$ cat src/rtl/chacha20_pkg.sv
// Shared types and constants for the ChaCha20 stream controller slice.
package chacha20_pkg;

    localparam int KEY_W           = 256;
    localparam int NONCE_W         = 96;
    localparam int CTR_W           = 32;
    localparam int KS_W            = 512;
    localparam int WORD_W          = 32;
    localparam int WORDS_PER_BLOCK = 16;

    localparam logic [CTR_W-1:0] CTR_MAX = 32'hFFFF_FFFF;

    typedef enum logic [2:0] {
        S_IDLE,
        S_GEN,
        S_WAIT,
        S_XOR,
        S_ERR
    } ctrl_state_t;

endpackage

$ cat src/rtl/chacha20_stream_ctrl_ks_word_buf.sv
// Keystream block buffer: captures one 512-bit block and hands out its words in order.
module ks_word_buf
    import chacha20_pkg::*;
(
    input  logic              clk,
    input  logic              reset_n,
    input  logic              i_capture,
    input  logic [KS_W-1:0]   i_keystream,
    input  logic              i_advance,
    output logic [WORD_W-1:0] o_word,
    output logic              o_last_word
);

    localparam int IDX_W = $clog2(WORDS_PER_BLOCK);

    logic [WORDS_PER_BLOCK-1:0][WORD_W-1:0] r_ks;
    logic [IDX_W-1:0]                       r_idx;

    always_ff @(posedge clk or negedge reset_n) begin
        if (!reset_n) begin
            r_ks  <= '0;
            r_idx <= '0;
        end else if (i_capture) begin
            r_ks  <= i_keystream;
            r_idx <= '0;
        end else if (i_advance) begin
            r_idx <= r_idx + IDX_W'(1);
        end
    end

    // Word 0 sits in the top element, so inverting the index walks from MSB down.
    assign o_word      = r_ks[~r_idx];
    assign o_last_word = (r_idx == IDX_W'(WORDS_PER_BLOCK - 1));

endmodule

$ cat src/rtl/chacha20_stream_ctrl.sv
// Session controller: sequences the ChaCha20 core per block and XORs its keystream
// onto a valid/ready word stream, advancing the block counter without wrapping.
module chacha20_stream_ctrl
    import chacha20_pkg::*;
(
    input  logic               clk,
    input  logic               reset_n,
    input  logic               sess_start,
    input  logic [KEY_W-1:0]   sess_key,
    input  logic [NONCE_W-1:0] sess_nonce,
    input  logic [CTR_W-1:0]   sess_counter,
    output logic               sess_busy,
    output logic               sess_err,
    input  logic               in_valid,
    output logic               in_ready,
    input  logic [WORD_W-1:0]  in_data,
    input  logic               in_last,
    output logic               out_valid,
    input  logic               out_ready,
    output logic [WORD_W-1:0]  out_data,
    output logic               out_last,
    output logic               core_start,
    output logic [KEY_W-1:0]   core_key,
    output logic [NONCE_W-1:0] core_nonce,
    output logic [CTR_W-1:0]   core_counter,
    input  logic [KS_W-1:0]    core_keystream,
    input  logic               core_done
);

    ctrl_state_t        r_state;
    ctrl_state_t        w_next_state;
    logic [KEY_W-1:0]   r_key;
    logic [NONCE_W-1:0] r_nonce;
    logic [CTR_W-1:0]   r_blk_ctr;
    logic               r_err;
    logic               r_out_valid;
    logic [WORD_W-1:0]  r_out_data;
    logic               r_out_last;
    logic [WORD_W-1:0]  w_ks_word;
    logic               w_last_word;
    logic               w_in_ready;
    logic               w_fire;
    logic               w_accept;
    logic               w_capture;
    logic               w_advance;
    logic               w_exhaust;
    logic               w_ctr_max;

    ks_word_buf u_ks_buf (
        .clk         (clk),
        .reset_n     (reset_n),
        .i_capture   (w_capture),
        .i_keystream (core_keystream),
        .i_advance   (w_fire),
        .o_word      (w_ks_word),
        .o_last_word (w_last_word)
    );

    always_ff @(posedge clk or negedge reset_n) begin
        if (!reset_n) r_state <= S_IDLE;
        else          r_state <= w_next_state;
    end

    always_comb begin
        w_next_state = r_state;
        case (r_state)
            S_IDLE: if (sess_start) w_next_state = S_GEN;
            S_GEN:  w_next_state = S_WAIT;
            S_WAIT: if (core_done) w_next_state = S_XOR;
            S_XOR: begin
                if (w_fire) begin
                    if (in_last)          w_next_state = S_IDLE;
                    else if (w_exhaust)   w_next_state = S_ERR;
                    else if (w_advance)   w_next_state = S_GEN;
                end
            end
            S_ERR:  if (!r_out_valid) w_next_state = S_IDLE;
            default: w_next_state = S_IDLE;
        endcase
    end

    always_comb begin
        w_in_ready = (r_state == S_XOR) && (!r_out_valid || out_ready);
        w_fire     = w_in_ready && in_valid;
        w_accept   = (r_state == S_IDLE) && sess_start;
        w_capture  = (r_state == S_WAIT) && core_done;
        w_ctr_max  = (r_blk_ctr == CTR_MAX);
        w_advance  = w_fire && !in_last && w_last_word && !w_ctr_max;
        w_exhaust  = w_fire && !in_last && w_last_word && w_ctr_max;
        core_start = (r_state == S_GEN);
        sess_busy  = (r_state != S_IDLE);
    end

    // The latched session registers double as the core's stable parameter inputs.
    always_ff @(posedge clk or negedge reset_n) begin
        if (!reset_n) begin
            r_key     <= '0;
            r_nonce   <= '0;
            r_blk_ctr <= '0;
            r_err     <= 1'b0;
        end else begin
            if (w_accept) begin
                r_key     <= sess_key;
                r_nonce   <= sess_nonce;
                r_blk_ctr <= sess_counter;
                r_err     <= 1'b0;
            end else if (w_advance) begin
                r_blk_ctr <= r_blk_ctr + CTR_W'(1);
            end
            if (w_exhaust) r_err <= 1'b1;
        end
    end

    always_ff @(posedge clk or negedge reset_n) begin
        if (!reset_n) begin
            r_out_valid <= 1'b0;
            r_out_data  <= '0;
            r_out_last  <= 1'b0;
        end else if (w_fire) begin
            r_out_valid <= 1'b1;
            r_out_data  <= in_data ^ w_ks_word;
            r_out_last  <= in_last;
        end else if (out_ready) begin
            r_out_valid <= 1'b0;
        end
    end

    assign in_ready     = w_in_ready;
    assign sess_err     = r_err;
    assign out_valid    = r_out_valid;
    assign out_data     = r_out_data;
    assign out_last     = r_out_last;
    assign core_key     = r_key;
    assign core_nonce   = r_nonce;
    assign core_counter = r_blk_ctr;

endmodule

$ cat config.mk
export PLATFORM = sky130hd
export DESIGN_NAME = chacha20_stream_ctrl
export DESIGN_NICKNAME = d
export VERILOG_FILES = /design/src/rtl/chacha20_pkg.sv /design/src/rtl/chacha20_stream_ctrl_ks_word_buf.sv /design/src/rtl/chacha20_stream_ctrl.sv
export SDC_FILE = /design/constraint.sdc
export NUM_CORES = 2
export LEC_CHECK = 0
export ABC_AREA = 0
export BUFFER_PORTS_ARGS = -buffer_cell sky130_fd_sc_hd__buf_4
export CAP_MARGIN = 20
export CORE_AREA = 2 2 534 536
export CTS_BUF_LIST = sky130_fd_sc_hd__clkbuf_8 sky130_fd_sc_hd__clkbuf_16
export DETAILED_ROUTE_END_ITERATION = 8
export DIE_AREA = 0 0 536 538
export PLACE_DENSITY = 0.35
export SLEW_MARGIN = 20
export SYNTH_ARGS = -nofsm -noshare
export SYNTH_HDL_FRONTEND = slang
export SYNTH_SLANG_ARGS = --single-unit
export TNS_END_PERCENT = 5
$ cat constraint.sdc
create_clock -name clk -period 3.2 [get_ports clk]
set_clock_uncertainty 0.05 [all_clocks]
set_input_delay 0.64 -clock clk [delete_from_list [all_inputs] [get_ports clk]]
set_output_delay 0.64 -clock clk [all_outputs]
set_load 0.02 [all_outputs]
# After elaboration in Yosys (flattened, before gate mapping)

Index checks and enable logic that the tools add are counted.

Register bits: 938
Latch bits: 0
Bits in writable memories: 0
ROM bits: 0
Bits of input ports: 935
Output and inout port bits: 422
Logic and storage cells: 78
Memories: 0

$add $sub $neg: 2
$mul: 0
Div/mod/pow operators: 0
$lt $le $gt $ge: 1
Eq/ne operators: 11
Shift operators: 0
Muxes and demuxes: 18
Bitwise operators: 2
Reductions and logical operators: 19

Operator list:

| kind                                                                  | count |
|---|---|
| 32-bit binary-select mux with 4-bit select                            | 1 |
| 32-bit two-way mux                                                    | 3 |
| 32-bit by 1-bit adder with 32-bit output (second input constant)      | 1 |
| 32-bit == test (second input constant)                                | 1 |
| 32-bit XOR                                                            | 1 |
| 3-bit two-way mux                                                     | 7 |
| 3-bit case mux with 5 select lines                                    | 1 |
| 1-bit logical AND                                                     | 8 |
| 4-bit two-way mux                                                     | 2 |
| 2-bit nonzero test                                                    | 4 |
| 3-bit by 2-bit == test with 1-bit output (second input constant)      | 2 |
| 2-bit inequality test (second input constant)                         | 3 |
| 4-bit by 5-bit < comparator with 1-bit output (second input constant) | 1 |
| 5-bit AND reduction                                                   | 1 |
| 4-bit by 1-bit adder with 4-bit output (second input constant)        | 1 |
| 4-bit == test (second input constant)                                 | 1 |
| 1-bit two-way mux                                                     | 4 |
| 4-bit inequality test (second input constant)                         | 1 |
| 4-bit inverter                                                        | 1 |
| 3-bit by 1-bit == test with 1-bit output (second input constant)      | 1 |
| 3-bit == test (second input constant)                                 | 1 |
| 1-bit zero test                                                       | 3 |
| 3-bit zero test                                                       | 1 |
| 3-bit nonzero test                                                    | 1 |
| 2 further kinds                                                       | 2 |

# Depth between registers and ports, before layout

Word-level depth: 12
Depth in mapped cells: 9
Depth with buffers taken out: 6

# Modules after synthesis

Synthesis repeated with hierarchy kept, for this count alone.

Cells, all modules: 3315
Area, all modules: 39776.9 um2

Modules (own cells, without submodules):

| module               | times used | cells an instance | area each (um2) | sequential area each (um2) |
|---|---|---|---|---|
| ks_word_buf          | 1          | 1440              | 23135.9         | 12912.4 |
| chacha20_stream_ctrl | 1          | 1875              | 16641.0         | 10560.1 |

# Least setup slack after synthesis

No wires, ideal clock.

Path type: input to register
Start: input core_done
End: register u_ks_buf.r_ks[199] (netlist name)
Library setup time: 0.125 ns
Data arrival time: 2.201 ns
Required time: 3.025 ns
Slack: 0.824 ns
Stages: 5
Buffers on the path: 3
Cells stage by stage: nor4bb_1 clkbuf_1 clkbuf_1 buf_2 mux2_2

Longest elaborated chain between the ends: 1

RTL lines:

| item                   | RTL line                               | text |
|---|---|---|
| start: declaration     | chacha20_stream_ctrl.sv:27             | `input logic core_done` |
| 1-bit logical AND      | chacha20_stream_ctrl.sv:86             | `w_capture = (r_state == S_WAIT) && core_done;` |
| end signal: assignment | chacha20_stream_ctrl_ks_word_buf.sv:24 | `r_ks <= i_keystream;` |
| end: declaration       | chacha20_stream_ctrl_ks_word_buf.sv:16 | `logic [WORDS_PER_BLOCK-1:0][WORD_W-1:0] r_ks;` |

Every way passes these cells.
A chain may end at the register's enable or synchronous reset.

# Worst setup path after layout

Start: register u_ks_buf.r_idx[0]
End: register r_blk_ctr[24], in the netlist core_counter[24]

Longest elaborated chain between the ends: 4

RTL lines:

| item                            | RTL line                               | text |
|---|---|---|
| start: declaration              | chacha20_stream_ctrl_ks_word_buf.sv:17 | `logic [IDX_W-1:0] r_idx;` |
| start signal: assignment        | chacha20_stream_ctrl_ks_word_buf.sv:27 | `r_idx <= r_idx + IDX_W'(1);` |
| 4-bit == test                   | chacha20_stream_ctrl_ks_word_buf.sv:33 | `assign o_last_word = (r_idx == IDX_W'(WORDS_PER_BLOCK - 1));` |
| 1-bit logical AND (2 in series) | chacha20_stream_ctrl.sv:88             | `w_advance = w_fire && !in_last && w_last_word && !w_ctr_max;` |
| 2-bit nonzero test (no line)    | n/a                                    |  |
| end signal: assignment          | chacha20_stream_ctrl.sv:105            | `r_blk_ctr <= sess_counter;` |
| end signal: assignment          | chacha20_stream_ctrl.sv:108            | `r_blk_ctr <= r_blk_ctr + CTR_W'(1);` |
| end: declaration                | chacha20_stream_ctrl.sv:34             | `logic [CTR_W-1:0] r_blk_ctr;` |

Every way passes these cells.

==> flow_metrics.env <==
export IMPL_max_freq_ghz=0.3404
export IMPL_remaining_drc_errors=0
export IMPL_yosysWarnings=0
export IMPL_muxShareOfSynthArea=0.2184
export IMPL_gp_congestion=0.8430
export IMPL_synth_adder_area_share=0.0006305
export IMPL_ctsHtreeMaxLevel=4
export IMPL_hold_viol=0
export IMPL_area_growth_pct=71.57
export IMPL_start_util=0.1401
export IMPL_ys_types=51
export IMPL_grt_antenna_before_repair=141
export IMPL_synth_simple_area_share=0.1278
export IMPL_post_cts_buffers=0
export IMPL_die_height_um=538
export IMPL_track_usage=0.1602
export IMPL_totalPowerFinal_mw=63.29
export IMPL_finalHoldWorstSlack_ns=0.08201
export IMPL_via_per_inst=3.724
export IMPL_slew_viol_final=0
export IMPL_end_kind="flip-flop"
export IMPL_post_route_period_util=0.9179
export IMPL_fp_dieArea_sq_um=288400
export IMPL_multi_input_area_sq_um=15390
export IMPL_synth_nets=4280
export IMPL_overflow=0
export IMPL_status="finished clean"
export IMPL_drive_gt1_frac=0.4250
export IMPL_comb_power_share=0.401
export IMPL_maxCapViolCount=0
export IMPL_num_vias=35410
export IMPL_grt_max_degree=108
export IMPL_cp_start_kind="flip-flop"
export IMPL_ys_flop_type="dfrtp_1"
export IMPL_finalSetupViolations=0
export IMPL_fin_ws_ns=0.2627
export IMPL_seqPwrFrac=0.348
export IMPL_clock_latency_ns=0.82
export IMPL_path_clk_slew_ns=0.06
export IMPL_ys_seq_elements=938
export IMPL_async_flop_share=1.000
export IMPL_root_buffer="clkbuf_16"
export IMPL_synth_xor_area_share=0.008165
export IMPL_ys_seq_area_frac=0.5914
export IMPL_reg2regPathDepth=7
export IMPL_fin_util=0.2404
export IMPL_pre_cts_ws_ns=-0.2097
export IMPL_seq_area_sq_um=23480
export IMPL_ir_worst_vdd_mv=0.4203
export IMPL_grt_pass1_vias=37880
export IMPL_grt_first_pass_wirelength_um=321700
export IMPL_io_buffers=1356
export IMPL_power_density_nw_per_um2=929.5
export IMPL_placed_area_sq_um=55360
export IMPL_required_ns=3.85
export IMPL_dr_pass1_iters=5
export IMPL_timing_critical_path_from="u_ks_buf.r_idx[0]"
export IMPL_rsz0062_at_grt="false"
export IMPL_nFillCells=30490
export IMPL_rrSetupSlack_ns=0.26
export IMPL_postRouteAntennaNets=0
export IMPL_finalInstanceArea_sq_um=68090
export IMPL_hp_class="input pin to flip-flop"
export IMPL_critPathCapture="core_counter[24]"
export IMPL_final_net_count=6509
export IMPL_r2r_start="u_ks_buf.r_idx[0]"
export IMPL_swShare=0.3793
export IMPL_dp_hpwl_um=194400
export IMPL_path_max_fanout=6
export IMPL_power_leakage_nw=31.07
export IMPL_synthCells=3343
export IMPL_p_sw_mw=24.00
export IMPL_synth_area_sq_um=39690
export IMPL_std_cell_rows=196
export IMPL_worstSetupPathType="flip-flop to flip-flop"
export IMPL_min_period_ns=2.937
export IMPL_dieWidth_um=536
export IMPL_io_pins=1357
export IMPL_cts_buffers=138
export IMPL_core_area_sq_um=283200
export IMPL_clockPowerShare=0.250
export IMPL_syn_avg_cell_area_sq_um=11.87
export IMPL_cts_buffer_depth=4
export IMPL_cts_tree="yes"
export IMPL_wl_um=239800
export IMPL_arrival_ns=3.58
export IMPL_drtIter0Drc=1457
export IMPL_slew_headroom=0.4138
export IMPL_intPower_mw=39.29
export IMPL_reg2reg_to="core_counter[24]"
export IMPL_synth_edff_count=0
export IMPL_synth_top_family_by_area="multiplexers"
export IMPL_clkSinkCount=938
export IMPL_avgRoutedWirePerCell_um=25.22
export IMPL_synth_compound_area_share=0.03153
export IMPL_worst_slew_pin_slew_ns=0.8793
[final cells by class]
cell class / instances / share of cell area
multi-input combinational: 2188 / 0.2260
timing repair buffer: 2297 / 0.2893
antenna: 75 / 0.002756
clock buffer: 164 / 0.05597
tap: 3762 / 0.06913
inverter: 9 / 0.0004961
clock inverter: 74 / 0.01150
sequential: 938 / 0.3448
[per-layer routing]
layer,GRT usage,wire length [um]
met2,0.2833,119300
met5,0,462
met1,0.1790,91930
met4,0.03835,6144
met3,0.06307,21930
[cells in the mapped netlist (11+ instances only)]
cell / instances / area [sq um]
o22ai_1: 64 / 400.4
o31ai_1: 12 / 90.09
nand3_1: 15 / 75.07
dfrtp_1: 938 / 23470
buf_2: 46 / 230.2
clkbuf_1: 149 / 559.3
nand2_1: 1126 / 4227
xnor2_1: 36 / 315.3
or4_1: 11 / 82.58
nor2_1: 66 / 247.7
a31oi_1: 20 / 125.1
buf_1: 12 / 45.04
mux4_2: 96 / 2162
o21ai_0: 40 / 200.2
mux2_2: 576 / 6486
a211oi_1: 33 / 247.7
[flip-flops by register name (all words and copies together) (netlist names)]
name and count:
out_last 1, core_key 256, sess_err 1, out_data 32, core_counter 32, r_state 3, u_ks_buf.r_idx 4, out_valid 1
core_nonce 96, u_ks_buf.r_ks 512
[placed cells by master (no fill, tap or decap), types with 33 or more instances in the layout]
master,n
dfrtp_1,935
buf_4,1465
nand2_1,1123
xnor2_1,36
o21ai_0,40
buf_12,37
nor2_1,66
diode_2,75
clkbuf_16,138
a211oi_1,33
mux4_2,96
o22ai_1,64
mux2_2,576
dlygate4sd3_1,794
[worst max-delay path: stages (launching register included)]
cell and delay (ns):
dfrtp_4 0.49, ha_1 0.21, and4b_1 0.24, nand3_2 0.25, buf_4 0.26, or4_1 0.63
or4_1 0.50, a31oi_1 0.18
[through the flow]
step | setup TNS, ns | std cells
floorplan | 0 | 3343
global placement | -0.8330 | 8400
detailed placement | -0.7978 | 8400
CTS | 0 | 9432
global route | 0 | 9480
finish | 0 | 9507
[repair_timing]
item | 4_1_cts | 5_1_grt
hold buffers | 794 | 0
setup endpoints to repair | 6 | 0
endpoints found under the hold margin | 826 | 0
gates resized for setup | 1 | 0
[cell families (layout without fill, tap and decap cells)]
logic type / count (synthesis) / count (layout)
XOR/XNOR: 37 / 37
multiplexers: 674 / 674
AO/OA/AOI/OAI: 192 / 192
buffers and inverters: 217 / 2544
adder cells (fa/ha/maj): 2 / 2
AND/OR/NAND/NOR: 1283 / 1283
flip-flops: 938 / 938
other: 0 / 75
[worst min path at each step]
stage,from,to,slack [ns],depth (start not counted)
finish,sess_nonce[47],core_nonce[47],0.08,3
global route,sess_nonce[50],core_nonce[50],0.01,3
CTS,core_keystream[277],u_ks_buf.r_ks[277],0.0002,2
detailed placement,core_key[19],core_key[19],0.41,2
global placement,core_key[18],core_key[18],0.41,2
floorplan,reset_n,core_counter[0],0.29,0
[power groups by stage]
| stage | sequential [mW] | clock [mW] | combinational (mW) |
|---|---|---|---|
| global route | 22.7 | 17.0 | 27.4 |
| floorplan | 23.2 | 0 | 11.0 |
| CTS | 22.2 | 16.5 | 26.0 |
| detailed placement | 22.3 | 0 | 25.0 |
| finish | 22.0 | 15.8 | 25.4 |
| global placement | 22.2 | 0 | 24.9 |
Note: power is estimated with default switching activity, not from simulation.
